**src/rtl/cpu_stack_file.sv**
```systemverilog
// ----------------------------------------------------------------------------
// cpu_stack_file
//
// Operand stack for the stack-machine CPU core. The writeback stage pushes
// and pops the architectural data stack. Decode sees the top two entries.
//
// Each cycle the stack can pop a number of entries, push one entry, or both.
// Popping and pushing in the same cycle replaces the popped entries with the
// pushed value. A flush empties the stack.
//
// An update that would pop more entries than the stack holds is rejected as a
// whole, and it sets the sticky underflow flag. An update that would grow the
// stack past DEPTH is also rejected as a whole, and it sets the sticky
// overflow flag. A high-watermark counter records the deepest the stack has
// been since reset or since the last error clear.
//
// Handshake: none. Every input is sampled on every rising edge of clk, and
// there is no back-pressure. An update presented in cycle t is visible on all
// outputs in cycle t+1. All outputs are decoded from registered state only,
// so no input reaches an output combinationally.
//
// Ports
//   clk                rising-edge clock
//   rst                asynchronous, active-high reset
//   st__push           push st__to_push this cycle
//   st__to_push        value to push
//   st__pop            pop st__to_pop entries this cycle
//   st__to_pop         pop count (0 = no pop)
//   st__flush          discard all entries (overrides push/pop)
//   st__err_clear      clear both error flags and re-seed the high-watermark
//   st__top_0          top entry, 0 when the stack is empty
//   st__top_1          second entry, 0 when depth < 2
//   st__depth          current entry count
//   st__empty          depth == 0
//   st__full           depth == DEPTH
//   st__max_depth      high-watermark of depth
//   st__err_overflow   sticky: an update was rejected for exceeding DEPTH
//   st__err_underflow  sticky: a pop was rejected for exceeding depth
// ----------------------------------------------------------------------------
module cpu_stack_file #(
    parameter int WIDTH = 35,
    parameter int DEPTH = 64,
    parameter int POP_W = 11,
    localparam int CNT_W = $clog2(DEPTH + 1)
) (
    input  logic             clk,
    input  logic             rst,
    input  logic             st__push,
    input  logic [WIDTH-1:0] st__to_push,
    input  logic             st__pop,
    input  logic [POP_W-1:0] st__to_pop,
    input  logic             st__flush,
    input  logic             st__err_clear,
    output logic [WIDTH-1:0] st__top_0,
    output logic [WIDTH-1:0] st__top_1,
    output logic [CNT_W-1:0] st__depth,
    output logic             st__empty,
    output logic             st__full,
    output logic [CNT_W-1:0] st__max_depth,
    output logic             st__err_overflow,
    output logic             st__err_underflow
);

    // Width of a storage index.
    localparam int IDX_W = (DEPTH > 1) ? $clog2(DEPTH) : 1;
    // Width of the depth arithmetic. It must hold the zero-extended pop count
    // and the current depth, plus one spare bit so that d + p never wraps
    // before the comparisons are made.
    localparam int EXT_W = (((POP_W + 1) > CNT_W) ? (POP_W + 1) : CNT_W) + 1;

    // ------------------------------------------------------------------
    // State
    // ------------------------------------------------------------------
    logic [CNT_W-1:0] depth_q, depth_d;
    logic [CNT_W-1:0] max_q, max_d;
    logic             ovf_q, ovf_d;
    logic             unf_q, unf_d;

    // Entry storage. Index 0 is the bottom of the stack. It is deliberately
    // not reset. Entries at or above depth_q are stale, and they are never
    // shown on an output.
    logic [WIDTH-1:0] mem_q [DEPTH];

    // ------------------------------------------------------------------
    // Update decode
    // ------------------------------------------------------------------
    logic [EXT_W-1:0] n_ext;      // effective pop count
    logic [EXT_W-1:0] d_ext;      // current depth, widened
    logic [EXT_W-1:0] next_ext;   // d - n + p, meaningful only without underflow
    logic             underflow;
    logic             overflow;
    logic             legal;
    logic             wr_en;
    logic [IDX_W-1:0] wr_idx;
    logic [CNT_W-1:0] max_base;

    always_comb begin
        n_ext     = '0;
        d_ext     = EXT_W'(depth_q);
        next_ext  = '0;
        underflow = 1'b0;
        overflow  = 1'b0;
        legal     = 1'b0;
        wr_en     = 1'b0;
        wr_idx    = '0;
        depth_d   = depth_q;
        ovf_d     = ovf_q;
        unf_d     = unf_q;
        max_base  = max_q;
        max_d     = max_q;

        if (st__pop) begin
            n_ext = EXT_W'(st__to_pop);
        end

        next_ext = d_ext + EXT_W'(st__push) - n_ext;

        // A flush takes priority, so it can never raise an error. Overflow is
        // only considered when the pop itself fits.
        underflow = !st__flush && (n_ext > d_ext);
        overflow  = !st__flush && !underflow && (next_ext > EXT_W'(DEPTH));
        legal     = !st__flush && !underflow && !overflow;

        // When a legal update pushes, the new entry lands at index d - n,
        // which is next_ext - 1. This is also the replace case.
        wr_en  = legal && st__push;
        wr_idx = IDX_W'(next_ext - EXT_W'(1));

        if (st__flush) begin
            depth_d = '0;
        end else if (legal) begin
            depth_d = CNT_W'(next_ext);
        end

        // Clear first, then set. An error raised in the same cycle as a clear
        // therefore survives.
        if (st__err_clear) begin
            ovf_d = 1'b0;
            unf_d = 1'b0;
        end
        if (overflow) begin
            ovf_d = 1'b1;
        end
        if (underflow) begin
            unf_d = 1'b1;
        end

        // A clear re-seeds the watermark from the post-update depth. The
        // watermark otherwise only rises, so a flush never lowers it.
        if (st__err_clear) begin
            max_base = depth_d;
        end
        max_d = (depth_d > max_base) ? depth_d : max_base;
    end

    // ------------------------------------------------------------------
    // Control registers
    // ------------------------------------------------------------------
    always_ff @(posedge clk or posedge rst) begin
        if (rst) begin
            depth_q <= '0;
            max_q   <= '0;
            ovf_q   <= 1'b0;
            unf_q   <= 1'b0;
        end else begin
            depth_q <= depth_d;
            max_q   <= max_d;
            ovf_q   <= ovf_d;
            unf_q   <= unf_d;
        end
    end

    // ------------------------------------------------------------------
    // Entry storage (no reset)
    // ------------------------------------------------------------------
    always_ff @(posedge clk) begin
        if (wr_en) begin
            mem_q[wr_idx] <= st__to_push;
        end
    end

    // ------------------------------------------------------------------
    // Outputs: decoded from registered state only, with no push bypass.
    // Invalid entries are masked to zero.
    // ------------------------------------------------------------------
    logic [IDX_W-1:0] top0_idx;
    logic [IDX_W-1:0] top1_idx;
    logic             top0_vld;
    logic             top1_vld;

    always_comb begin
        top0_idx = IDX_W'(depth_q - CNT_W'(1));
        top1_idx = IDX_W'(depth_q - CNT_W'(2));
        top0_vld = (depth_q >= CNT_W'(1));
        top1_vld = (depth_q >= CNT_W'(2));

        st__top_0 = '0;
        st__top_1 = '0;
        if (top0_vld) begin
            st__top_0 = mem_q[top0_idx];
        end
        if (top1_vld) begin
            st__top_1 = mem_q[top1_idx];
        end
    end

    assign st__depth         = depth_q;
    assign st__empty         = (depth_q == '0);
    assign st__full          = (depth_q == CNT_W'(DEPTH));
    assign st__max_depth     = max_q;
    assign st__err_overflow  = ovf_q;
    assign st__err_underflow = unf_q;

endmodule

```
**config.mk**
```make
export PLATFORM = sky130hd
export DESIGN_NAME = cpu_stack_file
export DESIGN_NICKNAME = d
export VERILOG_FILES = /design/src/rtl/cpu_stack_file.sv
export SDC_FILE = /design/constraint.sdc
export NUM_CORES = 2
export LEC_CHECK = 0
export ABC_AREA = 0
export CAP_MARGIN = 0
export CORE_ASPECT_RATIO = 2
export CORE_MARGIN = 1
export CORE_UTILIZATION = 40
export CTS_CLUSTER_SIZE = 12
export DETAILED_ROUTE_END_ITERATION = 8
export PLACE_DENSITY = 0.59
export REMOVE_ABC_BUFFERS = 1
export SYNTH_ARGS = -nofsm -noshare
export SYNTH_HDL_FRONTEND = slang
export SYNTH_SLANG_ARGS = --single-unit
```
**constraint.sdc**
```tcl
create_clock -name clk -period 13.7 [get_ports clk]
set_clock_uncertainty 0.1 [all_clocks]
set_input_delay 1.37 -clock clk [delete_from_list [all_inputs] [get_ports clk]]
set_output_delay 1.37 -clock clk [all_outputs]
set_load 0.1 [all_outputs]
```
==> reports/results.tsv <==
metric	value	unit
peak supply drop	0.100	mV
synthesized cell area	105000	um2
FF+latch area	67700	um2
vias in the first global route	57900	
max_cap viols	0	
Post-synth EDFFs	2240	
GPL Wtd Cong	0.810	
fin crit period	9.07	ns
worst-path cell chain	buf_4 > buf_4 > buf_4 > buf_4 > mux4_2 > mux4_2 > nor2b_1 > a211oi_1 > a211oi_1 > clkdlybuf4s50_1	
Buffers on Ports	139	
1st-pass router iterations	5	
area leader, netlist	edfxtp_1	
CP Launch Type	flop	
top-area cell type share of the netlist area	64.1	%
synth cell count leaders	2240 x edfxtp_1, 1401 x mux4_2, 226 x clkbuf_1, 139 x a211oi_1, 116 x buf_1	
CP Class	flop to primary output	
total number of vias	55900	
Final Hold Slack	0.402	ns
Reg clk slew, reported paths	0.07	ns
DP HPWL	190000	um
share of cells above drive strength 1	39.4	%
synthesis-stage register bit count	2256	
clock net sink count	2256	
Post-Layout Cell Count	8294	
predominant post-synthesis flop cell	edfxtp_1	
Congestion Overflow GR	0	
DR DRC count	0	
status	finished, final reports clean	
Mapped Cells	4628	
Syn Area/Cell	22.7	um2
chip height	726	um
Clock Tree Root	clkbuf_16	
# fillers	21800	
RR Endpoint	mem_q[39][5]	
P&R area growth vs syn	11.3	%
f_max	0.110	GHz
WP data arrival	7.60	ns
Unique masters post-synth	52	
DIE AREA	264000	um2
total core area	261000	um2
final core occ	44.8	%
CTS Buf Count	217	
Worst Max-Slew Pin Slew	1.35	ns
FP Rows	265	
relative slew slack	9.94	%
sequential area share after synthesis	64.5	%
Register-to-Register Path Depth	14	
Buf/Inv on CP	5	
dominant cells by area after synthesis	edfxtp_1 64%, mux4_2 30%, a211oi_1 1.0%, clkbuf_1 0.81%, mux2i_1 0.74%	
HP Class	flop to flop	
largest net degree at the start of global routing	144	
Clk Latency, worst-skew pair	0.88	ns
nets	4865	
vias per cell	6.74	
slowest cell delay on critical path	1.32	ns
final hold vios	0	
FF-to-FF Start	st__depth[0]	
I/O pins	140	
number of DRC markers in iteration 0	6561	
power per standard cell area	114	nW/um2
routed length per instance	41.8	um
count of final max-slew check failures	0	
Final Cycle Share	66.2	%
first-pass GRT wire length	475000	um
RSZ-0062 raised after global routing	false	
Setup TNS	0	ns
drt total wl	347000	um
remaining antenna violation count	0	
CTS Buffer Depth	4	
crit path max-delay cell type	clkdlybuf4s50_1	
Crit Path Max Fanout	54	
ys async rst share	0.709	%
Post-Place Cells	8029	
Overall Global Routing Usage	26.4	%
Required @ worst endpoint	12.23	ns
reg2reg setup slack	6.28	ns
most common cell in the netlist	edfxtp_1	
synth warn	0	
Worst Setup End Kind	primary output	
CTS Hold Bufs	0	
Multi-input gate area	36300	um2
Critical Path Most Common Cell	buf_4	
Top delay family on crit path	buffers and inverters	
hold path startpoint	st__err_underflow	
initial core utilization	40.2	%
Die X	364	um
initial antenna violation count	15	
cell count of the worst hold path	1	
CTS tree	done	
Finish-stage setup viols	0	
Post-CTS Resized	0	
WHS Endpoint	st__err_underflow	
postcts setup bufs	0	
CTS HTree Levels	4	
Leak	33.0	nW
-- layer usage --
| layer | track usage [%] | part of all wire, % | routed length [um] | up-vias |
|---|---|---|---|---|
| li1 | - | - | - | 20900 |
| met1 | 31.9 | 34 | 119000 | 31300 |
| met2 | 46.3 | 53 | 183000 | 2990 |
| met3 | 3.56 | 7.4 | 25600 | 726 |
| met4 | 12.3 | 5.5 | 19000 | 8 |
| met5 | 0 | 0.018 | 64 | - |
-- worst max-delay path by stage --
stage	slack, ns	from	end	depth (start not counted)
finish	4.63	st__depth[1]	st__top_1[0]	10
global route	4.51	st__depth[0]	st__top_1[25]	9
CTS	4.60	st__depth[1]	st__top_1[0]	10
detailed placement	5.27	st__pop	mem_q[39][33]	16
global placement	5.30	st__pop	mem_q[37][30]	16
floorplan	-50.07	st__depth[0]	st__top_0[0]	7
-- logic make-up (layout without fill, tap and decap cells) --
logic type / count (synthesis) / count (layout) / share of synthesized area, %
AO/OA/AOI/OAI: 203 / 203 / 1.44
flip-flops: 2256 / 2256 / 64.5
XOR/XNOR: 20 / 20 / 0.167
adder cells (fa/ha/maj): 38 / 38 / 0.449
buffers and inverters: 395 / 586 / 1.44
AND/OR/NAND/NOR: 236 / 236 / 1.13
multiplexers: 1480 / 1480 / 30.8
other: 0 / 4 / 0
-- area by class of cell --
cell class | count | area share [%]
timing repair buffer | 292 | 2.17
clock buffer | 249 | 4.86
inverter | 33 | 0.106
clock inverter | 12 | 0.0611
multi-input combinational | 1977 | 31.1
sequential | 2256 | 58.0
antenna | 4 | 0.00858
tap | 3471 | 3.72
-- power by group --
group	total, W	switching [W]	leakage (nW)	internal [W]
Combinational	0.000289	0.000218	9.83	0.0000713
Sequential	0.00759	0.000000877	20.3	0.00759
Clock	0.00539	0.00252	2.81	0.00287
-- worst register-to-register path: stages, from the launching register on --
cell	delay [ns]
dfrtp_4	0.84
inv_1	0.30
ha_1	0.31
xor2_1	0.24
inv_1	0.10
ha_1	0.24
or2_2	0.30
o221ai_1	0.19
a22o_1	0.26
xor2_1	0.44
nand2b_1	0.23
a221oi_4	0.57
nand4_1	1.05
nor2_4	0.86
buf_4	0.87
-- registers in the layout (all words and copies together) (netlist names) --
signal and flops:
st__max_depth 7, st__err_overflow 1, st__depth 7, st__err_underflow 1, mem_q 2240
-- through the flow --
stage / cell area [um2] / power, W / setup slack, ns
after floorplan: 103000 / 0.00793 / -50.07
after global placement: 111000 / 0.00802 / 5.30
after detailed placement: 111000 / 0.00802 / 5.27
after CTS: 117000 / 0.0133 / 4.60
after global routing: 117000 / 0.0135 / 4.51
final: 117000 / 0.0133 / 4.63
-- cell usage in the layout, fill, tap and decap left out, drive strengths merged, types with 4 or more instances in the layout --
cell type / netlist / layout
buf: 136 / 182
and3: 5 / 5
inv: 32 / 33
xnor2: 16 / 16
xor2: 4 / 4
nand2: 30 / 30
clkdlybuf4s50: 0 / 109
edfxtp: 2240 / 2240
a21oi: 12 / 12
o211ai: 4 / 4
a211oi: 139 / 139
a21o: 4 / 4
mux4: 1401 / 1401
ha: 36 / 36
nand3: 11 / 11
mux2i: 77 / 77
nand4: 9 / 9
o21ai: 15 / 15
diode: 0 / 4
clkbuf: 226 / 250
dfrtp: 16 / 16
clkinv: 1 / 12
or3: 5 / 5
nor2: 83 / 83
and2: 6 / 6
nor2b: 75 / 75
nand2b: 4 / 4
Power figures use the tool's default switching activity.
